$ cat config.mk
export PLATFORM = sky130hd
export DESIGN_NAME = fir_stream_ctrl
export DESIGN_NICKNAME = d
export VERILOG_FILES = /design/src/rtl/fir_stream_ctrl.sv
export SDC_FILE = /design/constraint.sdc
export NUM_CORES = 1
export LEC_CHECK = 0
export ABC_AREA = 1
export CAP_MARGIN = 20
export CORE_ASPECT_RATIO = 1.4
export CORE_MARGIN = 1
export CORE_UTILIZATION = 55
export DETAILED_ROUTE_END_ITERATION = 7
export HOLD_SLACK_MARGIN = 0.08
export PLACE_DENSITY_LB_ADDON = 0.3
export SLEW_MARGIN = 0
export SYNTH_ARGS = -nofsm -noshare
export SYNTH_HDL_FRONTEND = slang
export SYNTH_SLANG_ARGS = --single-unit
$ cat constraint.sdc
create_clock -name clk -period 3.6 [get_ports clk]
set_input_delay 0.36 -clock clk [delete_from_list [all_inputs] [get_ports clk]]
set_output_delay 0.36 -clock clk [all_outputs]
set_load 0.02 [all_outputs]
$ cat src/rtl/fir_stream_ctrl.sv
// Streaming front-end for a FIR engine: buffers upstream samples, issues one frame plus
// optional zero flush to the engine, and strobes captured results. Macro: FIR_FLUSH_EN.
module fir_stream_ctrl #(
    parameter int FIFO_DEPTH = 4,
    parameter int FLUSH_LEN  = 32
) (
    input  logic        clk,
    input  logic        rst,
    input  logic        start,
    input  logic [11:0] frame_len,
    input  logic        in_valid,
    input  logic [15:0] in_data,
    output logic        in_ready,
    output logic        fir_data_valid,
    output logic [15:0] fir_data,
    input  logic        fir_valid,
    input  logic [15:0] fir_d,
    output logic        out_valid,
    output logic [15:0] out_data,
    output logic        out_last,
    output logic        busy,
    output logic        done
);

    localparam int AW = $clog2(FIFO_DEPTH);

    if (FIFO_DEPTH < 2 || (FIFO_DEPTH & (FIFO_DEPTH - 1)) != 0 || FLUSH_LEN < 1 || FLUSH_LEN > 64) begin : g_bad_cfg
        $error("fir_stream_ctrl: FIFO_DEPTH must be a power of two >= 2 and FLUSH_LEN 1..64");
    end

    typedef enum logic [1:0] {IDLE, RUN, FLUSH, DRAIN} state_t;

    state_t      state, state_nxt;
    logic [AW:0] wr_ptr, rd_ptr;
    logic [15:0] mem [FIFO_DEPTH];
    logic [11:0] len_r, acc_cnt, iss_cnt;
    logic        full, empty, push, pop, start_ok, last_run_issue, final_issue;
    logic        out_valid_r, out_last_r;

    // The extra wrap bit separates full from empty when the index bits match.
    assign full  = (wr_ptr[AW] != rd_ptr[AW]) && (wr_ptr[AW-1:0] == rd_ptr[AW-1:0]);
    assign empty = (wr_ptr == rd_ptr);

    assign start_ok       = (state == IDLE) && start;
    assign in_ready       = (state == RUN) && !full && (acc_cnt < len_r);
    assign push           = in_valid && in_ready;
    assign pop            = (state == RUN) && !empty;
    assign last_run_issue = pop && (iss_cnt == len_r - 12'd1);

`ifdef FIR_FLUSH_EN
    localparam logic [5:0] FLUSH_LAST = 6'(FLUSH_LEN - 1);

    logic [5:0] flush_cnt;
    logic       flush_last;

    assign flush_last  = (flush_cnt == FLUSH_LAST);
    assign final_issue = (state == FLUSH) && flush_last;

    always_ff @(posedge clk or posedge rst) begin
        if (rst) begin
            flush_cnt <= '0;
        end else if (state == FLUSH) begin
            flush_cnt <= flush_cnt + 6'd1;
        end else begin
            flush_cnt <= '0;
        end
    end
`else
    assign final_issue = last_run_issue;
`endif

    always_comb begin
        state_nxt = state;
        case (state)
            IDLE:  if (start) state_nxt = RUN;
`ifdef FIR_FLUSH_EN
            RUN:   if (last_run_issue) state_nxt = FLUSH;
            FLUSH: if (flush_last) state_nxt = DRAIN;
`else
            RUN:   if (last_run_issue) state_nxt = DRAIN;
`endif
            DRAIN: state_nxt = IDLE;
            default: state_nxt = IDLE;
        endcase
    end

    always_ff @(posedge clk or posedge rst) begin
        if (rst) begin
            state <= IDLE;
        end else begin
            state <= state_nxt;
        end
    end

    // Issue mux: FIFO head in RUN, zeros while flushing, otherwise quiet.
    always_comb begin
        fir_data_valid = 1'b0;
        fir_data       = '0;
        if (pop) begin
            fir_data_valid = 1'b1;
            fir_data       = mem[rd_ptr[AW-1:0]];
        end
`ifdef FIR_FLUSH_EN
        if (state == FLUSH) begin
            fir_data_valid = 1'b1;
        end
`endif
    end

    always_ff @(posedge clk or posedge rst) begin
        if (rst) begin
            wr_ptr  <= '0;
            rd_ptr  <= '0;
            len_r   <= '0;
            acc_cnt <= '0;
            iss_cnt <= '0;
        end else if (start_ok) begin
            wr_ptr  <= '0;
            rd_ptr  <= '0;
            acc_cnt <= '0;
            iss_cnt <= '0;
            len_r   <= (frame_len == 12'd0) ? 12'd1 : frame_len;
        end else begin
            if (push) begin
                wr_ptr  <= wr_ptr + 1'b1;
                acc_cnt <= acc_cnt + 12'd1;
            end
            if (pop) begin
                rd_ptr  <= rd_ptr + 1'b1;
                iss_cnt <= iss_cnt + 12'd1;
            end
        end
    end

    always_ff @(posedge clk) begin
        if (push) begin
            mem[wr_ptr[AW-1:0]] <= in_data;
        end
    end

    // The engine presents its result the cycle after an issue, so the strobe is
    // delayed one cycle and out_data follows fir_d during that window.
    always_ff @(posedge clk or posedge rst) begin
        if (rst) begin
            out_valid_r <= 1'b0;
            out_last_r  <= 1'b0;
        end else begin
            out_valid_r <= fir_data_valid && fir_valid;
            out_last_r  <= fir_data_valid && fir_valid && final_issue;
        end
    end

    assign out_valid = out_valid_r;
    assign out_last  = out_last_r;
    assign out_data  = out_valid_r ? fir_d : 16'd0;
    assign busy      = (state != IDLE);
    assign done      = (state == DRAIN);

endmodule
Yosys cells after proc, flatten, opt, wreduce, memory -nomap -nowiden. Memories as Yosys holds them, arrays and structs flattened. Index checks and enable logic that the tools add are counted.

Add/sub/neg operators: 5. Magnitude comparators: 1. Equal/unequal tests: 8. Muxes and demuxes: 17. Reductions and logical operators: 17.

Operators with widths (count): 2-to-1 mux 12 bit (5); 2-to-1 mux 16 bit (2); adder 12 x 1 -> 12 bit (second input constant) (2); equality test 12 bit (1); zero test 12 bit (1); less-than comparator 12 bit (1); 2-to-1 mux 3 bit (4); subtractor 12 x 1 -> 12 bit (second input constant) (1); logical AND 1 bit (9); adder 3 x 1 -> 3 bit (second input constant) (2); nonzero test 2 bit (3); 2-to-1 mux 2 bit (2); != test 2 bit (second input constant) (2); one-hot mux 2 bit (2 select lines) (1); equality test 3 bit (1); 2-to-1 mux 1 bit (3); equality test 2 x 1 -> 1 bit (second input constant) (1); equality test 2 bit (1); equality test 2 bit (second input constant) (1); zero test 1 bit (2); zero test 2 bit (1); AND reduction 2 bit (1); != test 1 bit (1).

Bits in registers: 46. Bits in writable memories: 64. Input bits: 49. Memories: 1.

Memory list: mem (words 4, bits a word 16, read ports 1, clocked after Yosys merged registers in 0, wr ports 1, RTL line 35) `logic [15:0] mem [FIFO_DEPTH];`.

Longest topological paths before layout.
Word-level depth: 8. Gate-level depth with buffers: 12. Gate-level depth less buffers: 11.

Worst setup path after synthesis. Ideal clock, no wire load.

Path type: register -> register. Start point: reg len_r[7]. End point: mem mem[0][0] (enable). Setup time: 0.389 ns. Data arrival time: 2.156 ns. Path slack: 1.056 ns. Stages on the path, launching flop included: 11. Path buffers: 1. Path through: dfrtp_1 > inv_1 > ha_1 > nand2_1 > inv_1 > nand2_1 > nand2_1 > a21oi_1 > nand4_2 > buf_2 > nor2_1.

Longest elaborated chain between the ends: 5.

Ends and longest elaborated chain: start: declaration (RTL line 36) `logic [11:0] len_r, acc_cnt, iss_cnt;`; start signal: assignment (RTL line 122) `len_r <= (frame_len == 12'd0) ? 12'd1 : frame_len;`; less-than comparator 12 bit (RTL line 45) `assign in_ready = (state == RUN) && !full && (acc_cnt < len_r);`; logical AND 1 bit (RTL line 45); logical AND 1 bit (RTL line 46) `assign push = in_valid && in_ready;`; 2-to-1 mux 1 bit (RTL line 136) `if (push) begin`; 2-to-1 mux 1 bit (not written as such) (RTL line 137) `mem[wr_ptr[AW-1:0]] <= in_data;`; end: declaration (RTL line 35).

Every way passes these cells.

Worst setup path in the final report.
Start point: reg len_r[7]. End point: out in_ready.

Longest elaborated chain between the ends: 2.

Ends and longest elaborated chain: less-than comparator 12 bit (RTL line 45); logical AND 1 bit (RTL line 45); end: declaration (RTL line 13) `output logic in_ready,`.

Every way passes these cells.

==> run metrics <==
Layout area overhead=21.9%; Initial Utilization=56.3%; vias in the first global route=4814; most area-hungry cell type in the Yosys netlist=edfxtp_1; Final setup viols=0; CP endpoint kind=output pin; CTS sink cnt=110; multi-input logic area=2320 sq um; Die X-Extent=88.8 um; clock root cell=clkbuf_16; First DRT Iteration DRCs=307; setup tns final=0 ns; CTS tree=done; Fmax=0.337 GHz; Crit path max-delay family=buffers and inverters; Hold WC Path Type=in -> async; pre-CTS setup slack=0.997 ns; cells along the critical path=inv_1 -> ha_1 -> a21oi_1 -> nand2_1 -> a21oi_1 -> nand2_1 -> nor2_4 -> clkdlybuf4s50_1; worst setup margin=0.637 ns; Inserted Diodes=0; setup repair after global routing missed its margin=false; WL/cell=14.9 um; status=finished, final reports clean; worst path arrival time=2.60 ns; Vias=4810; Crit path required time=3.24 ns; GP Congestion=0.887; share of layout cells above drive strength 1=6.43%; global-route wire length before repair=21300 um; CP max FO=7; post-DP HPWL=9400 um; DR vias/cell=5.44; Reg area=3070 sq um; clock buffer depth=2; Tot GR Track Use=25.6%; Final Skew=0.00693 ns; initial antenna violation count=0; # H-tree levels=3; count leader, synth=nand2_1; TritonRoute pass-1 iters=5; CP max stage delay=0.63 ns; post-CTS setup buffer count=0; Critical Path Start Type=flop; synthesized area per cell=8.80 sq um; Routed WL=13200 um; leakage power=3.12 nW; max-slew violations=0; core region area=10300 sq um; Synth top cells by count=nand2_1 (132), nor2_1 (109), inv_1 (67); min Tclk post-route=2.96 ns; Synth top area share=33.1%; ys flop type=edfxtp_1; Ys Warns=0; number of cell rows=44; Slew @ Worst Pin=0.897 ns; Antenna Nets Post-Route=0; Nets=809; GRT overflow=0; I/O Buffers=86; Final Cycle Share=82.3%; final hold vios=0; # IOs=87; Max VDD drop=0.629 mV; Crit-path slowest cell=clkdlybuf4s50_1; #FFs+latches synth=110; max_cap viols=0; # resized after CTS=0; PD cells=729 nW/um^2; maximum number of pins on one net before global-route repair=37; CTS Buf Count=9; die area=11000 sq um; Layout fillers=815; critical path type=reg -> out; Worst Path Buf+Inv=2; Distinct cells, synth=35; Die Y=124 um; EDFF count, synth=64; Slew headroom=39.8%; sequential area share after synthesis=53.0%; hold buffers post-CTS=0; # DRC=0; fraction of registers with async set/reset=41.8%; syn_nets=727; CTS clock-pin slew for the worst setup and hold paths=0.08 ns; Worst-Skew Late Latency=0.35 ns; Netlist Area Pre-Place=5800 sq um; Post-Synthesis Cells=659; Synth area leaders=edfxtp_1 (33%), dfrtp_1 (20%), nand2_1 (8.5%)
==> registers in the layout (all words and copies together), names as in the netlist <==
name and flops:
state 2, wr_ptr 3, iss_cnt 12, out_last 1, mem 64, rd_ptr 3
len_r 12, acc_cnt 12, out_valid 1
==> cells by family after synthesis <==
logic type / Yosys count / synth area share, %
AOI/OAI and AO/OA: 89 / 7.85
DFF: 110 / 53.0
adders and majority gates: 19 / 4.10
and+or+nand+nor: 321 / 24.2
xor gates and xnor gates: 24 / 3.86
buffers and inverters: 96 / 6.97
==> where the power goes <==
part	internal, mW	leakage, nW	switching, mW
sequential	1.64	1.15	0.246
clock	0.492	0.146	0.486
combinational	0.917	1.82	1.37
==> per-stage QoR <==
step | utilization (%) | instance area (sq um) | total power, mW | instances | hold WS [ns]
2_1_floorplan | - | 5800 | 3.36 | 659 | 0.459
3_3_place_gp | 65.8 | 6780 | 4.11 | 868 | 0.495
3_5_place_dp | 65.8 | 6780 | 4.18 | 868 | 0.510
4_1_cts | 68.7 | 7070 | 5.17 | 884 | 0.417
5_1_grt | 68.7 | 7070 | 5.49 | 884 | 0.465
6_report | 68.7 | 7070 | 5.16 | 884 | 0.393
==> placed cells by master, fill, tap and decap left out, types with 2 or more instances in the layout <==
master / instances
o21ai_1: 3
nor2_4: 3
ha_1: 19
nor2_2: 4
nand2_1: 132
edfxtp_1: 64
a31oi_1: 2
nor3_1: 6
xor2_1: 19
clkbuf_16: 9
nand3_1: 39
nand2_2: 5
nor2_1: 109
nand3_2: 2
inv_6: 5
dfrtp_1: 46
clkdlybuf4s50_1: 86
a21oi_1: 27
buf_4: 9
xnor2_1: 4
nor4_1: 4
nand4_2: 2
o21ai_0: 54
nor3b_1: 2
inv_2: 3
nand4_1: 10
o31ai_1: 2
inv_1: 66
==> metal layers <==
metal	global-route usage, %	wire, um
met1	28.1	5000
met2	47.2	6990
met3	4.34	812
met4	12.1	410
met5	0	0
==> final cells by class <==
| cell class | instances | share of cell area, % |
|---|---|---|
| repair buffers | 95 | 13.1 |
| clock buffers | 9 | 3.18 |
| well taps | 138 | 2.44 |
| flip-flops and latches | 110 | 43.5 |
| clock inverters | 7 | 1.01 |
| multi-input cells | 453 | 32.9 |
| inverters | 72 | 3.93 |
==> final timing paths <==
| kind | startpoint | end | slack [ns] | depth (start not counted) |
|---|---|---|---|---|
| worst max register to register | len_r[7]$_DFFE_PP0P_ | mem[3][10]$_DFFE_PP_ | 1.20 | 9 |
| max in group asynchronous | rst | acc_cnt[6]$_DFFE_PP0P_ | 2.45 | 3 |
| worst min register to register | state[1]$_DFFE_PP0P_ | state[0]$_DFFE_PP0P_ | 0.53 | 1 |
| min in group clk | state[1]$_DFFE_PP0P_ | state[0]$_DFFE_PP0P_ | 0.53 | 1 |
| worst max-delay path | len_r[7]$_DFFE_PP0P_ | in_ready | 0.64 | 8 |
| worst min-delay path | rst | out_valid$_DFF_PP0_ | 0.39 | 2 |
(Power assumes the default switching activity.)
